`src/rtl/conv_mover_pkg.sv`:
```
// Shared definitions for the GEMM tile data mover: FSM encoding and sizing helpers.
package conv_mover_pkg;

    typedef enum logic [2:0] {
        StIdle   = 3'd0,
        StLoadW  = 3'd1,
        StStream = 3'd2,
        StDrain  = 3'd3,
        StDone   = 3'd4
    } mover_state_e;

    // The array empties PE_SIZE-1 cycles after the last activation enters it.
    localparam int unsigned DrainSkew = 1;

    function automatic int unsigned drain_len(input int unsigned pe_size);
        return pe_size - DrainSkew;
    endfunction

    // Counter width able to hold 0..n-1, never narrower than one bit.
    function automatic int unsigned cnt_width(input int unsigned n);
        return (n <= 1) ? 1 : unsigned'($clog2(n));
    endfunction

endpackage

```
`src/rtl/mover_counter.sv`:
```
// Up-counter with synchronous load, enable and terminal-count flag; wraps to 0 after i_last.
module mover_counter #(
    parameter int unsigned WIDTH = 4
) (
    input  logic             clk,
    input  logic             rst,
    input  logic             i_load,
    input  logic [WIDTH-1:0] i_load_val,
    input  logic             i_en,
    input  logic [WIDTH-1:0] i_last,
    output logic [WIDTH-1:0] o_count,
    output logic             o_tc
);

    logic [WIDTH-1:0] r_count;

    // Count register: load beats enable; enabled step at terminal count wraps to zero.
    always_ff @(posedge clk) begin
        if (rst) begin
            r_count <= '0;
        end else if (i_load) begin
            r_count <= i_load_val;
        end else if (i_en) begin
            r_count <= o_tc ? '0 : r_count + WIDTH'(1);
        end
    end

    assign o_count = r_count;
    assign o_tc    = (r_count == i_last);

endmodule

```
`src/rtl/gemm_tile_data_mover.sv`:
```
// Sequences weight-tile loads and activation streaming from two read-only memories into a
// systolic array, one column tile at a time.
module gemm_tile_data_mover
    import conv_mover_pkg::*;
#(
    parameter int unsigned PE_SIZE         = 16,
    parameter int unsigned DATA_WIDTH      = 128,
    parameter int unsigned MEM0_ADDR_WIDTH = 10,
    parameter int unsigned MEM1_ADDR_WIDTH = 10,
    parameter int unsigned ROW_NUM         = 70,
    parameter int unsigned TILE_NUM        = 18
) (
    input  logic                             clk,
    input  logic                             rst,
    input  logic                             start_i,
    input  logic                             abort_i,
    input  logic [MEM0_ADDR_WIDTH-1:0]       w_base_i,
    input  logic [MEM1_ADDR_WIDTH-1:0]       a_base_i,
    input  logic                             stall_i,
    input  logic [DATA_WIDTH-1:0]            mem0_q0_i,
    input  logic [DATA_WIDTH-1:0]            mem1_q0_i,
    output logic [MEM0_ADDR_WIDTH-1:0]       mem0_addr0,
    output logic [MEM1_ADDR_WIDTH-1:0]       mem1_addr0,
    output logic                             mem0_ce0,
    output logic                             mem1_ce0,
    output logic                             mem0_we0,
    output logic                             mem1_we0,
    output logic [DATA_WIDTH-1:0]            w_data_o,
    output logic [DATA_WIDTH-1:0]            a_data_o,
    output logic                             w_valid_o,
    output logic                             wren_o,
    output logic                             rden_o,
    output logic                             sa_en_o,
    output logic                             busy_o,
    output logic                             done_o,
    output logic [cnt_width(TILE_NUM)-1:0]   tile_idx_o
);

    localparam int unsigned KW = cnt_width(PE_SIZE);
    localparam int unsigned RW = cnt_width(ROW_NUM);
    localparam int unsigned DW = cnt_width(drain_len(PE_SIZE));
    localparam int unsigned TW = cnt_width(TILE_NUM);

    mover_state_e               r_state;
    logic [MEM0_ADDR_WIDTH-1:0] r_w_base;
    logic [MEM1_ADDR_WIDTH-1:0] r_a_base;
    logic                       r_w_valid;
    logic                       r_wren;
    logic                       r_rden;

    logic          w_idle;
    logic [KW-1:0] w_k;
    logic [RW-1:0] w_r;
    logic [DW-1:0] w_d;
    logic [TW-1:0] w_tile;
    logic          w_k_tc;
    logic          w_r_tc;
    logic          w_d_tc;
    logic          w_t_tc;
    logic          w_k_en;
    logic          w_r_en;
    logic          w_d_en;
    logic          w_t_en;

    assign w_idle = (r_state == StIdle);
    assign w_k_en = (r_state == StLoadW);
    assign w_r_en = (r_state == StStream) && !stall_i;
    assign w_d_en = (r_state == StDrain);
    assign w_t_en = w_d_en && w_d_tc && !w_t_tc;

    // All counters are parked at zero while idle, so a start always begins from tile 0.
    mover_counter #(.WIDTH(KW)) u_k_cnt (
        .clk        (clk),
        .rst        (rst),
        .i_load     (w_idle),
        .i_load_val ('0),
        .i_en       (w_k_en),
        .i_last     (KW'(PE_SIZE - 1)),
        .o_count    (w_k),
        .o_tc       (w_k_tc)
    );

    mover_counter #(.WIDTH(RW)) u_r_cnt (
        .clk        (clk),
        .rst        (rst),
        .i_load     (w_idle),
        .i_load_val ('0),
        .i_en       (w_r_en),
        .i_last     (RW'(ROW_NUM - 1)),
        .o_count    (w_r),
        .o_tc       (w_r_tc)
    );

    mover_counter #(.WIDTH(DW)) u_d_cnt (
        .clk        (clk),
        .rst        (rst),
        .i_load     (w_idle),
        .i_load_val ('0),
        .i_en       (w_d_en),
        .i_last     (DW'(drain_len(PE_SIZE) - 1)),
        .o_count    (w_d),
        .o_tc       (w_d_tc)
    );

    mover_counter #(.WIDTH(TW)) u_t_cnt (
        .clk        (clk),
        .rst        (rst),
        .i_load     (w_idle),
        .i_load_val ('0),
        .i_en       (w_t_en),
        .i_last     (TW'(TILE_NUM - 1)),
        .o_count    (w_tile),
        .o_tc       (w_t_tc)
    );

    // Job sequencer; abort overrides every other transition.
    always_ff @(posedge clk) begin
        if (rst) begin
            r_state  <= StIdle;
            r_w_base <= '0;
            r_a_base <= '0;
        end else if (abort_i) begin
            r_state <= StIdle;
        end else begin
            case (r_state)
                StIdle: begin
                    if (start_i) begin
                        r_state  <= StLoadW;
                        r_w_base <= w_base_i;
                        r_a_base <= a_base_i;
                    end
                end
                StLoadW:  if (w_k_tc) r_state <= StStream;
                StStream: if (w_r_en && w_r_tc) r_state <= StDrain;
                StDrain:  if (w_d_tc) r_state <= w_t_tc ? StDone : StLoadW;
                StDone:   r_state <= StIdle;
                default:  r_state <= StIdle;
            endcase
        end
    end

    // One-cycle memory read latency: valid strobes trail the chip enables.
    always_ff @(posedge clk) begin
        if (rst) begin
            r_w_valid <= 1'b0;
            r_wren    <= 1'b0;
            r_rden    <= 1'b0;
        end else begin
            r_w_valid <= mem0_ce0;
            r_wren    <= mem1_ce0;
            r_rden    <= r_wren;
        end
    end

    // Addresses wrap naturally at the port width; held at zero outside their phase.
    assign mem0_addr0 = (r_state == StLoadW)
        ? r_w_base + MEM0_ADDR_WIDTH'(32'(w_tile) * PE_SIZE) + MEM0_ADDR_WIDTH'(w_k)
        : '0;
    assign mem1_addr0 = (r_state == StStream) ? r_a_base + MEM1_ADDR_WIDTH'(w_r) : '0;

    assign mem0_ce0   = w_k_en;
    assign mem1_ce0   = w_r_en;
    assign mem0_we0   = 1'b0;
    assign mem1_we0   = 1'b0;
    assign w_data_o   = mem0_q0_i;
    assign a_data_o   = mem1_q0_i;
    assign w_valid_o  = r_w_valid;
    assign wren_o     = r_wren;
    assign rden_o     = r_rden;
    assign sa_en_o    = r_wren || (r_state == StDrain);
    assign busy_o     = !w_idle;
    assign done_o     = (r_state == StDone);
    assign tile_idx_o = w_tile;

endmodule

```
`config.mk`:
```
export PLATFORM = sky130hd
export DESIGN_NAME = gemm_tile_data_mover
export DESIGN_NICKNAME = d
export VERILOG_FILES = /design/src/rtl/conv_mover_pkg.sv /design/src/rtl/mover_counter.sv /design/src/rtl/gemm_tile_data_mover.sv
export SDC_FILE = /design/constraint.sdc
export NUM_CORES = 1
export LEC_CHECK = 0
export ABC_AREA = 1
export CAP_MARGIN = 0
export CORE_AREA = 2 2 225 227
export CTS_BUF_LIST = sky130_fd_sc_hd__clkbuf_2 sky130_fd_sc_hd__clkbuf_4 sky130_fd_sc_hd__clkbuf_8
export CTS_CLUSTER_SIZE = 30
export DETAILED_ROUTE_END_ITERATION = 10
export DIE_AREA = 0 0 227 229
export GPL_ROUTABILITY_DRIVEN = 0
export PLACE_DENSITY = 0.41
export SLEW_MARGIN = 20
export SYNTH_ARGS = -nofsm -noshare
export SYNTH_HDL_FRONTEND = slang
export SYNTH_HIERARCHICAL = 1
export SYNTH_SLANG_ARGS = --single-unit
```
`constraint.sdc`:
```
create_clock -name clk -period 4.4 [get_ports clk]
set_input_delay 0.88 -clock clk [delete_from_list [all_inputs] [get_ports clk]]
set_output_delay 0.88 -clock clk [all_outputs]
set_load 0.03 [all_outputs]
```
==> metrics <==
Slew Viols, Final 0; skew final 0.0141 ns; syn avg cell area approximately 6.6 um2; crit share post-route 83.6%; cell area after synthesis 0.00543 mm2; Top delay family on crit path buffers and inverters; fillers ~5900; RSZ-0062 raised after global routing false; initial drt markers 106; CTS H-tree lvls 2; max_cap viols 0; Switching Share 36.6%; DIE HEIGHT 229 um; slew margin rel. 57.8%; cts hold-fix bufs 0; Leak Pwr 2.23 nW; Critical Path, Cell by Cell ha_1 -> inv_1 -> fa_1 -> inv_1 -> nand3_1 -> nand2_1 -> nand3_1 -> nand3_1 -> nand2_1 -> nor2_1 -> clkdlybuf4s50_1; Congestion Overflow GR 0; Internal 0.671 mW; Setup Viol. Count Final 0; power per cell area 205 mW/mm2; antenna viol nets, final 0; Reg power frac a little under half; peak supply drop 0.0896 mV; flops & latches, synth 46; DR vias/cell ~3.0; die area 0.0520 mm2; final setup TNS 0 ns; Placement Cell Area between 0.005 and 0.006 mm2; Peak Freq 0.272 GHz; Slowest cell on crit path clkdlybuf4s50_1; Reg clk slew, reported paths 0.11 ns; Skew-Pair Late Insertion Delay 0.34 ns; status completed; vias in the first global route 3952; initial antenna violation count 2; required time of the critical path 3.52 ns; Initial Utilization between 10% and 20%; fin util 10.4%; Tmin final 3.68 ns; Nets 983; share of cells above drive strength 1 3.96%; total net switching power 0.388 mW; most frequent CP cell nand3_1; synthesis-to-layout area growth -4.84%; Tightest Pin Transition between 0.6 and 0.7 ns; Netlist cell types 34; via count 4073; DR pass1 iterations 4; Post CTS Setup Buffer Count 0; Hold Path Stages 2; Post-Route WL 17100 um; Clock Power Share between 20 and 30%; number of synthesis warnings 6; Resized cells post-CTS 0; Reg2Reg Depth 12; global-route wire length before repair 24400 um; Worst Path Arrival about 2.8 ns; Inserted Clock Buffers 5; Worst Path Buf+Inv 3; startpoint class of the critical path register; Seq/Total Area, Yosys 17.0%; Sink Count 46; DRC Markers 0; Synth Instances 825; FP Rows 82; n_diodes 0; CTS Root Cell clkbuf_8; GRT Total Usage 6.33%; endpoint class of the critical path output port; cell area after layout 0.00517 mm2; Hold Path Class register to register; Routed WL per cell ~13 um; multi-input logic area 0.00236 mm2; Crit Path Class register to output port; largest fanout on the critical path 8; Core ar. 0.0497 mm2; sequential cell area 921 um2; CTS tree done; die width 227 um; Worst path max stage delay 0.66 ns; CTS max path bufs 2; Crit. path cell count 11; detailed placer's ending HPWL 13800 um; combinational power share 26.6%; Final Hold Viols 0; I/O pin cnt roughly 570; largest net degree at the start of global routing 30; buffers added on ports 57; worst hold slack 0.457 ns
tightest hold or removal path, cell delays in order, from the launching register on:
cell	delay (ns)
dfxtp_1	0.32
inv_1	0.07
nor2_1	0.04
Yosys cell counts:
cell type / n / area share, %
a21oi_1: 50 / 4.6
a22oi_1: 21 / 2.9
and2_1: 1 / 0.12
buf_2: 1 / 0.092
buf_4: 259 / 36
buf_6: 2 / 0.41
clkbuf_1: 3 / 0.21
clkinv_1: 1 / 0.069
conb_1: 2 / 0.14
dfxtp_1: 46 / 17
fa_1: 2 / 0.74
ha_1: 20 / 4.6
inv_1: 91 / 6.3
inv_2: 2 / 0.14
inv_4: 2 / 0.23
mux2i_1: 1 / 0.18
nand2_1: 127 / 8.8
nand2_2: 3 / 0.35
nand2_4: 2 / 0.41
nand3_1: 32 / 2.9
nand3_2: 1 / 0.18
nand4_1: 4 / 0.46
nor2_1: 94 / 6.5
nor2_2: 3 / 0.35
nor3_1: 4 / 0.37
nor3_4: 2 / 0.60
nor3b_1: 1 / 0.14
o21a_1: 2 / 0.28
o21ai_0: 28 / 2.6
o21ai_1: 3 / 0.28
o21bai_1: 3 / 0.41
or2_2: 1 / 0.12
xnor2_1: 9 / 1.5
xor2_1: 2 / 0.32
per-layer routing:
layer / vias up / track usage (%) / wire length, um
li1: 1981 / - / -
met1: 1697 / 6.15 / 5880
met2: 237 / 9.23 / 7200
met3: 152 / 3.41 / 2240
met4: 6 / 6.52 / 1720
met5: - / 0.380 / 52
cell type report:
cell class | count | share of cell area, %
Clock buffer | 5 | 1.33
Clock inverter | 3 | 0.363
Inverter | 96 | 7.07
Multi-Input combinational cell | 471 | 45.7
Sequential cell | 46 | 17.8
Tap cell | 672 | 16.3
Timing Repair Buffer | 60 | 11.5
stage by stage:
stage / setup WS, ns / power [mW] / std cells
final: 0.722 / 1.06 / 1353
after global routing: 0.467 / 1.15 / 1353
after CTS: 0.665 / 1.10 / 1353
after detailed placement: 0.886 / 0.780 / 1345
after global placement: 0.907 / 0.778 / 1345
after floorplan: 1.63 / 1.11 / 878
layout by cell type (no fill, tap or decap):
cell type / synthesis / layout
dfxtp_1: 46 / 46
inv_4: 2 / 2
o21bai_1: 3 / 3
clkinv_1: 1 / 1
ha_1: 20 / 20
xor2_1: 2 / 2
clkdlybuf4s50_1: 0 / 57
nand2_2: 3 / 3
a21oi_1: 50 / 50
nor3_4: 2 / 2
o21ai_1: 3 / 3
a22oi_1: 21 / 21
nand2_4: 2 / 2
conb_1: 2 / 55
inv_2: 2 / 2
nor2_1: 94 / 94
nand4_1: 4 / 4
nor3b_1: 1 / 1
inv_1: 91 / 91
fa_1: 2 / 2
o21a_1: 2 / 2
nand3_1: 32 / 32
nand2_1: 127 / 127
mux2i_1: 1 / 1
nor2_2: 3 / 3
o21ai_0: 28 / 28
and2_1: 1 / 1
or2_2: 1 / 1
inv_6: 0 / 1
nand3_2: 1 / 1
clkbuf_8: 0 / 5
xnor2_1: 9 / 9
buf_4: 259 / 3
clkinv_2: 0 / 2
nor3_1: 4 / 4
sequential cells by signal (all words and copies together) (netlist names):
signal and flops:
r_a_base 10, r_state 3, r_w_base 10, rden_o 1, u_d_cnt/o_count 4, u_k_cnt/o_count 4
u_r_cnt/o_count 7, u_t_cnt/o_count 5, w_valid_o 1, wren_o 1
power by group through the flow:
stage	registers, mW	logic, mW	clock network [mW]
after global placement	0.493	0.285	0
after CTS	0.485	0.287	0.326
after global routing	0.489	0.324	0.334
final	0.482	0.282	0.295
after detailed placement	0.494	0.285	0
after floorplan	0.485	0.629	0
final timing paths:
check | from | to | slack, ns
worst max-delay path | u_k_cnt/o_count[0] | mem0_addr0[8] | 0.72
worst min-delay path | wren_o | rden_o | 0.46
worst max register to register | r_state[1] | u_r_cnt/o_count[3] | 2.06
worst min register to register | wren_o | rden_o | 0.46
cells by family (layout without fill, tap and decap cells):
| logic type | after synthesis | count (layout) | share of synthesized area (%) |
|---|---|---|---|
| buffers and inverters | 361 | 164 | 43.2 |
| AND/OR/NAND/NOR | 275 | 275 | 21.3 |
| AO/OA/AOI/OAI | 107 | 107 | 11.1 |
| flip-flops | 46 | 46 | 17.0 |
| adder cells (fa/ha/maj) | 22 | 22 | 5.34 |
| XOR/XNOR | 11 | 11 | 1.77 |
| other | 2 | 55 | 0.138 |
| multiplexers | 1 | 1 | 0.184 |
No activity file was read; power rests on OpenSTA's default activity.
